### src/rtl/defines_pkg.sv
// rtl/defines_pkg.sv - shared types and constants for the SPU load/store pipe
package defines_pkg;

  // Quadword load/store opcodes handled by the odd-pipe LS unit.
  typedef enum logic [2:0] {
    LQD  = 3'd0,
    LQX  = 3'd1,
    LQA  = 3'd2,
    STQD = 3'd3,
    STQX = 3'd4,
    STQA = 3'd5
  } ls_op_t;

  localparam int unsigned LS_SIZE_DEFAULT    = 32768;
  localparam int unsigned LS_LATENCY_DEFAULT = 6;

  // Local store limit register: byte mask for a power-of-two local store.
  function automatic logic [31:0] lslr(input int unsigned size);
    return 32'(size - 1);
  endfunction

  localparam logic [31:0] LSLR = lslr(LS_SIZE_DEFAULT);

  function automatic logic is_store(input ls_op_t op);
    return op inside {STQD, STQX, STQA};
  endfunction

  function automatic logic is_load(input ls_op_t op);
    return op inside {LQD, LQX, LQA};
  endfunction

endpackage

### src/rtl/ls_delay_pipe.sv
// rtl/ls_delay_pipe.sv - fixed-depth shift register carrying load results to writeback
//
// Ports:
//   clk, rst          clock, asynchronous active-high reset
//   flush             clears every valid bit in the pipe
//   in_valid/rt/data  load result captured from the local store
//   out_valid/rt/data oldest entry; DEPTH == 0 makes the pipe a wire
module ls_delay_pipe #(
  parameter int unsigned DEPTH  = 4,
  parameter int unsigned RT_W   = 7,
  parameter int unsigned DATA_W = 128
) (
  input  logic              clk,
  input  logic              rst,
  input  logic              flush,
  input  logic              in_valid,
  input  logic [0:RT_W-1]   in_rt,
  input  logic [0:DATA_W-1] in_data,
  output logic              out_valid,
  output logic [0:RT_W-1]   out_rt,
  output logic [0:DATA_W-1] out_data
);

  generate
    if (DEPTH == 0) begin : g_pass
      assign out_valid = in_valid;
      assign out_rt    = in_rt;
      assign out_data  = in_data;

      logic unused_ok;
      assign unused_ok = ^{clk, rst, flush};
    end else begin : g_shift
      logic              valid_q [DEPTH];
      logic [0:RT_W-1]   rt_q    [DEPTH];
      logic [0:DATA_W-1] data_q  [DEPTH];

      always_ff @(posedge clk or posedge rst) begin
        if (rst) begin
          for (int i = 0; i < DEPTH; i++) begin
            valid_q[i] <= 1'b0;
            rt_q[i]    <= '0;
            data_q[i]  <= '0;
          end
        end else begin
          valid_q[0] <= in_valid & ~flush;
          rt_q[0]    <= in_rt;
          data_q[0]  <= in_data;
          for (int i = 1; i < DEPTH; i++) begin
            valid_q[i] <= valid_q[i-1] & ~flush;
            rt_q[i]    <= rt_q[i-1];
            data_q[i]  <= data_q[i-1];
          end
        end
      end

      assign out_valid = valid_q[DEPTH-1];
      assign out_rt    = rt_q[DEPTH-1];
      assign out_data  = data_q[DEPTH-1];
    end
  endgenerate

endmodule

### src/rtl/spu_ls_pipe.sv
// rtl/spu_ls_pipe.sv - SPU odd-pipe quadword load/store address and data pipe
//
// Ports:
//   clk, rst                 clock, asynchronous active-high reset
//   op_valid, op_code        issued load/store operation
//   ra_data, rb_data, imm    address operands (preferred slot = bits 0:31)
//   rt_data, rt_addr         store data / load destination register
//   flush                    kill every in-flight operation
//   ls_addr, ls_data_wr,
//   ls_wr_en, ls_data_rd     local store port (quadword index)
//   wb_valid, wb_rt_addr,
//   wb_data                  load writeback, LS_LATENCY cycles after issue
module spu_ls_pipe
  import defines_pkg::*;
#(
  parameter int unsigned LS_SIZE    = LS_SIZE_DEFAULT,
  parameter int unsigned LS_LATENCY = LS_LATENCY_DEFAULT
) (
  input  logic         clk,
  input  logic         rst,
  input  logic         op_valid,
  input  ls_op_t       op_code,
  input  logic [0:127] ra_data,
  input  logic [0:127] rb_data,
  input  logic [0:127] rt_data,
  input  logic [0:15]  imm,
  input  logic [0:6]   rt_addr,
  input  logic         flush,
  output logic [0:31]  ls_addr,
  output logic [0:127] ls_data_wr,
  output logic         ls_wr_en,
  input  logic [0:127] ls_data_rd,
  output logic         wb_valid,
  output logic [0:6]   wb_rt_addr,
  output logic [0:127] wb_data
);

  // Byte mask that both wraps into the local store and aligns to a quadword.
  localparam logic [31:0] EA_MASK = lslr(LS_SIZE) & ~32'hF;

  logic [31:0]  ra_slot;
  logic [31:0]  rb_slot;
  logic [31:0]  imm_sext;
  logic [31:0]  byte_addr;
  logic [31:0]  eff_addr;
  logic         accept;

  logic [0:31]  ls_addr_d, ls_addr_q;
  logic [0:127] ls_data_wr_d, ls_data_wr_q;
  logic         ls_wr_en_d, ls_wr_en_q;
  logic         ld_valid_d, ld_valid_q;
  logic [0:6]   ld_rt_d, ld_rt_q;

  logic         pipe_valid;
  logic [0:6]   pipe_rt;
  logic [0:127] pipe_data;

  logic         wb_valid_d, wb_valid_q;
  logic [0:6]   wb_rt_d, wb_rt_q;
  logic [0:127] wb_data_d, wb_data_q;

  // Address generation: all arithmetic is modulo 2^32 on preferred slots.
  always_comb begin
    ra_slot  = ra_data[0:31];
    rb_slot  = rb_data[0:31];
    imm_sext = {{16{imm[0]}}, imm};
    case (op_code)
      LQD, STQD: byte_addr = ra_slot + (imm_sext << 4);
      LQX, STQX: byte_addr = ra_slot + rb_slot;
      LQA, STQA: byte_addr = imm_sext << 2;
      default:   byte_addr = '0;
    endcase
    eff_addr = byte_addr & EA_MASK;
  end

  // A flush in the issue cycle kills the op being presented as well.
  assign accept = op_valid & ~flush;

  always_comb begin
    ls_wr_en_d   = accept & is_store(op_code);
    ls_data_wr_d = ls_wr_en_d ? rt_data : '0;
    ld_valid_d   = accept & is_load(op_code);
    ld_rt_d      = ld_valid_d ? rt_addr : '0;
    // The LS address holds its last value while the stage is idle.
    ls_addr_d    = accept ? {4'b0, eff_addr[31:4]} : ls_addr_q;
  end

  always_ff @(posedge clk or posedge rst) begin
    if (rst) begin
      ls_addr_q    <= '0;
      ls_data_wr_q <= '0;
      ls_wr_en_q   <= 1'b0;
      ld_valid_q   <= 1'b0;
      ld_rt_q      <= '0;
    end else begin
      ls_addr_q    <= ls_addr_d;
      ls_data_wr_q <= ls_data_wr_d;
      ls_wr_en_q   <= ls_wr_en_d;
      ld_valid_q   <= ld_valid_d;
      ld_rt_q      <= ld_rt_d;
    end
  end

  // The store sitting in the LS stage during a flush still commits; only
  // the load valid bits downstream of it are dropped.
  assign ls_addr    = ls_addr_q;
  assign ls_data_wr = ls_data_wr_q;
  assign ls_wr_en   = ls_wr_en_q;

  ls_delay_pipe #(
    .DEPTH  (LS_LATENCY - 2),
    .RT_W   (7),
    .DATA_W (128)
  ) u_delay (
    .clk       (clk),
    .rst       (rst),
    .flush     (flush),
    .in_valid  (ld_valid_q),
    .in_rt     (ld_rt_q),
    .in_data   (ls_data_rd),
    .out_valid (pipe_valid),
    .out_rt    (pipe_rt),
    .out_data  (pipe_data)
  );

  // Gating here as well covers the zero-depth pipe, where the LS stage
  // feeds the writeback register directly.
  always_comb begin
    wb_valid_d = pipe_valid & ~flush;
    wb_rt_d    = wb_valid_d ? pipe_rt : '0;
    wb_data_d  = wb_valid_d ? pipe_data : '0;
  end

  always_ff @(posedge clk or posedge rst) begin
    if (rst) begin
      wb_valid_q <= 1'b0;
      wb_rt_q    <= '0;
      wb_data_q  <= '0;
    end else begin
      wb_valid_q <= wb_valid_d;
      wb_rt_q    <= wb_rt_d;
      wb_data_q  <= wb_data_d;
    end
  end

  assign wb_valid   = wb_valid_q;
  assign wb_rt_addr = wb_rt_q;
  assign wb_data    = wb_data_q;

  logic unused_ok;
  assign unused_ok = ^{ra_data[32:127], rb_data[32:127], eff_addr[3:0]};

endmodule
### config.mk
export PLATFORM = sky130hd
export DESIGN_NAME = spu_ls_pipe
export DESIGN_NICKNAME = d
export VERILOG_FILES = /design/src/rtl/defines_pkg.sv /design/src/rtl/ls_delay_pipe.sv /design/src/rtl/spu_ls_pipe.sv
export SDC_FILE = /design/constraint.sdc
export NUM_CORES = 1
export LEC_CHECK = 0
export ABC_AREA = 1
export CORE_AREA = 2 2 326 328
export DETAILED_ROUTE_END_ITERATION = 12
export DIE_AREA = 0 0 328 330
export GPL_ROUTABILITY_DRIVEN = 0
export HOLD_SLACK_MARGIN = 0.02
export PLACE_DENSITY_LB_ADDON = 0.08
export SLEW_MARGIN = 10
export SYNTH_ARGS = -nofsm -noshare
export SYNTH_HDL_FRONTEND = slang
export SYNTH_HIERARCHICAL = 1
export SYNTH_SLANG_ARGS = --single-unit
### constraint.sdc
create_clock -name clk -period 22.5 [get_ports clk]
set_clock_uncertainty 0.15 [all_clocks]
set_input_delay 2.25 -clock clk [delete_from_list [all_inputs] [get_ports clk]]
set_output_delay 2.25 -clock clk [all_outputs]
set_load 0.05 [all_outputs]
---- After elaboration in Yosys (flattened, before gate mapping) ----
Cells that the tools add are included.
cells by class
  reduce and logical (&&, ||, !) cells .... 6
  mux-type cells .......................... 5
  $add $sub $neg .......................... 2
  equal/unequal tests ..................... 5
  bitwise logic cells ..................... 9
operators with widths
  cell                                                  number
  2-to-1 mux 128 bit                                    2
  one-hot mux 15 bit (3 select lines)                   1
  adder 15 bit                                          2
  2-to-1 mux 7 bit                                      2
  bitwise AND 1 bit                                     8
  equality test 3 x 2 -> 1 bit (second input constant)  2
  equality test 3 bit (second input constant)           2
  nonzero test 3 bit                                    2
  OR reduction 2 bit                                    3
  equality test 3 x 1 -> 1 bit (second input constant)  1
  zero test 3 bit                                       1
  inverter 1 bit                                        1
word-level totals
  word-level logic and storage cells ...... 47
  register bits ........................... 828
  bits of input ports ..................... 542

---- Longest topological paths before layout ----
  depth after elaboration ................. 4
  gate-level depth with buffers ........... 15

---- Cells and area by module ----
The synthesis kept the hierarchy.
modules (own cells, without submodules)
  module         times used  cells an instance  area each (sq um)
  ls_delay_pipe  1           688                14660.3
  spu_ls_pipe    1           1239               11302.1

---- Least setup slack after synthesis ----
OpenSTA, ideal clock, no wires.
  path type ............................... input to register
  start ................................... input ra_data[27] (netlist name)
  end ..................................... register ls_addr_q, in the netlist ls_addr[25]
  cell stages on the path ................. 15
  required time ........................... 22.232 ns
  library setup time ...................... 0.118 ns
  arrival ................................. 3.530 ns
  path buffers ............................ 0
  slack ................................... 18.702 ns
  path through ............................ ha_1 -> inv_1 -> fa_1 -> inv_1 -> nand3_1 -> nand3_1 -> nand2_1 -> nand2_1 -> nand2_1 -> nand3_1 -> nand2_1 -> inv_1 -> o21ai_1 -> nand2_1 -> nand2_1
on the way
  longest elaborated chain between the ends .. 2
  elaborated cells between the ends (all ways) .. 3
RTL lines
  element                                 RTL line                              source
  start, declared                         spu_ls_pipe.sv:23                     input logic [0:127] ra_data,
  adder 15 bit, on equally long branches  spu_ls_pipe.sv:69, spu_ls_pipe.sv:68
  one-hot mux 15 bit (3 select lines) *   spu_ls_pipe.sv:67                     case (op_code)
  end signal, assigned                    spu_ls_pipe.sv:96                     ls_addr_q <= ls_addr_d;
  end, declared                           spu_ls_pipe.sv:48                     logic [0:31] ls_addr_d, ls_addr_q;
Every way passes the cells marked *; elsewhere a longest branch is shown, timed or not.
A chain may end at the register's enable or synchronous reset.

==> impl_metrics.csv <==
group,metric,value,unit
cells_and_area,multi_input_comb_area,2670,um^2
worst_setup_path,reg2reg_slack,20.06,ns
die,fp.dieH,330,um
sta,slew_headroom,0.267,
worst_setup_path,cp_data_required_time,23.02,ns
sta,finalSetupTns,0,ns
sta,setup_viol,0,
cells_and_area,layout_commonest_cell,"dfrtp_1",
detailed_routing,vias_per_cell,3.64,
sta,slew_violations,0,
cells_and_area,fillers,10400,
placement,dpl.hpwl,45800,um
worst_setup_path,crit_fanout,136,
worst_setup_path,timing.rr.start,"u_delay/out_valid",
global_route,grt_pass1_wl,100000,um
clocking,clockBufferDepth,3,
power,p_per_area,93.5,nW/um^2
global_route,grt_max_degree,137,
sta,fmax,212,MHz
synthesis,ys_top_cells_by_area,"dfrtp_1 (80%), inv_1 (4.8%), buf_4 (4.5%)",
worst_setup_path,crit_path_start,"rst",
cells_and_area,utilization,0.340,
global_route,grt_pass1_vias,15800,
clocking,postCtsHoldBufs,0,
sta,hold_violations,0,
die,std_cell_rows,119,
power,peakVddDrop,0.0504,mV
cells_and_area,nNetsFinal,3021,
clocking,clkSinkCount,828,
sta,rsz0062_at_grt,"no",
cells_and_area,drive_above_1_share,0.0739,
worst_setup_path,rr_worst_depth,4,
worst_setup_path,start_kind,"input pin",
run_status,status,"finished, final reports clean",
clocking,postCtsSetupBuffers,0,
synthesis,synth_seq_cells,828,
synthesis,synth_area_leader_cell,"dfrtp_1",
die,core_area,105000,um^2
synthesis,synthCells,1927,
global_route,overflow,0,
detailed_routing,dr_total_vias,14300,
clocking,h-tree-depth,3,
clocking,clk_pin_slew_worst_paths,0.06,ns
synthesis,syn_area,26000,um^2
worst_setup_path,r2r_end,"wb_data[3]",
cells_and_area,final_cell_mix,"dfrtp_1 (828), clkdlybuf4s50_1 (588), inv_1 (331), nor2_1 (289), nand2_1 (159)",
die,die_x,328,um
worst_setup_path,crit_end,"u_delay/g_shift.data_q[369]",
detailed_routing,drtAntennaViolNets,0,
detailed_routing,wl_per_cell,16.9,um
detailed_routing,dr.pass1.iters,4,
die,initial_core_util,0.248,
clocking,cts_root_buf,"clkbuf_16",
synthesis,synth_top_area_frac,0.798,
flow_run,maxCapViolations,0,
detailed_routing,wirelength,66300,um
worst_setup_path,crit_arrival,5.25,ns
die,ios,839,
placement,portBuffers,588,
global_route,grtUsageTotal,0.124,
clocking,cts_made_buffers,92,
min_path,hold_path.class,"reg -> reg",
sta,finalCriticalPeriod,4.72,ns
clocking,cts_resized,0,
worst_setup_path,critPathKind,"in -> async",
cells_and_area,seq_area,20700,um^2
synthesis,yosysUniqueCellTypes,34,
sta,worst_pin_slew,1.10,ns
detailed_routing,drt_iter0_drc,550,
synthesis,synth_seq_area_share,0.798,
global_route,antenna_found_initial,22,
clocking,cts_tree,"yes",
synthesis,yosysWarnings,6,
sta,finalCritPeriodShare,0.210,
detailed_routing,remaining_drc_errors,0,
cells_and_area,area_growth,37.1,%
clocking,clock_latency,0.66,ns
power,p_leak,17.4,nW
synthesis,synth_area_per_cell,13.5,um^2
die,die-area,108000,um^2
worst_setup_path,critPathCaptureType,"asynchronous set/reset pin",
[worst max-delay path: stages]
cell and delay (ns):
clkdlybuf4s50_1 0.59, inv_8 0.70, buf_4 0.74, buf_4 0.80
[final cells by class]
class                   instances  share of cell area
flip-flops and latches        828               0.582
clock inverters                30              0.0116
diodes                          9            0.000633
multi-input cells             596              0.0749
repair buffers                601               0.168
inverters                     336              0.0358
well taps                    1391              0.0489
clock buffers                 139              0.0781
[how the worst min path moves through the flow]
stage / to / slack [ns] / cells after the start / startpoint
after floorplan: u_delay/g_shift.data_q[128] / 0.18 / 0 / u_delay/g_shift.data_q[256]
after detailed placement: u_delay/g_shift.data_q[138] / 0.18 / 0 / u_delay/g_shift.data_q[266]
after CTS: u_delay/out_rt[4] / 0.18 / 0 / u_delay/g_shift.rt_q[9]
final: u_delay/out_rt[4] / 0.18 / 0 / u_delay/g_shift.rt_q[9]
after global placement: u_delay/out_data[71] / 0.18 / 0 / u_delay/g_shift.data_q[184]
after global routing: u_delay/out_rt[4] / 0.19 / 0 / u_delay/g_shift.rt_q[9]
[report_power, final]
group          internal (W)  switching, W  leakage, nW  total, W
clock network      0.000928      0.000615         1.57   0.00154
logic             0.0000865      0.000136         5.46  0.000222
registers           0.00155     0.0000155         10.3   0.00156
[cells by family (layout without fill, tap and decap cells)]
group,after synthesis,count (layout),synth area share
xor+xnor,3,3,0.00101
flops,828,828,0.798
compound gates,28,28,0.00593
other cells,1,30,0.000144
fa+ha+maj,24,24,0.0119
buf+inv,523,1106,0.103
simple gates,520,520,0.0803
[flip-flops by register name (all words and copies together), names as in the netlist]
register	flops
u_delay/g_shift.data_q	384
ls_data_wr	128
u_delay/out_data	128
wb_data	128
u_delay/g_shift.rt_q	21
ls_addr	11
ld_rt_q	7
u_delay/out_rt	7
wb_rt_addr	7
u_delay/g_shift.valid_q	3
ld_valid_q	1
ls_wr_en	1
u_delay/out_valid	1
wb_valid	1
[Yosys cell counts, drive strengths merged]
cell type and count:
a21boi 1, a21o 1, a21oi 15, and2 2
buf 175, clkbuf 11, clkinv 1, conb 1
dfrtp 828, dlygate4sd1 1, fa 1, ha 23
inv 335, nand2 162, nand3 40, nand3b 4
nand4 5, nor2 301, nor3 2, o211ai 1
o21ai 9, o21bai 1, or2 4, xnor2 3
[per-layer routing]
metal	global-route usage	up-vias	routed length, um
li1	-	6527	-
met1	0.141	7131	25600
met2	0.200	509	31400
met3	0.0598	120	7380
met4	0.0490	18	1820
met5	0	-	116
[stage by stage]
stage	worst slack, ns	cells	hold WS, ns	power (W)	area, um^2
2_1_floorplan	4.89	1947	0.181	0.00172	26000
3_3_place_gp	16.99	3752	0.181	0.00182	32400
6_report	17.78	3930	0.176	0.00333	35600
5_1_grt	17.30	3926	0.189	0.00349	35600
3_5_place_dp	16.90	3752	0.185	0.00182	32400
4_1_cts	17.64	3921	0.180	0.00340	35600
(Power assumes the default switching activity.)
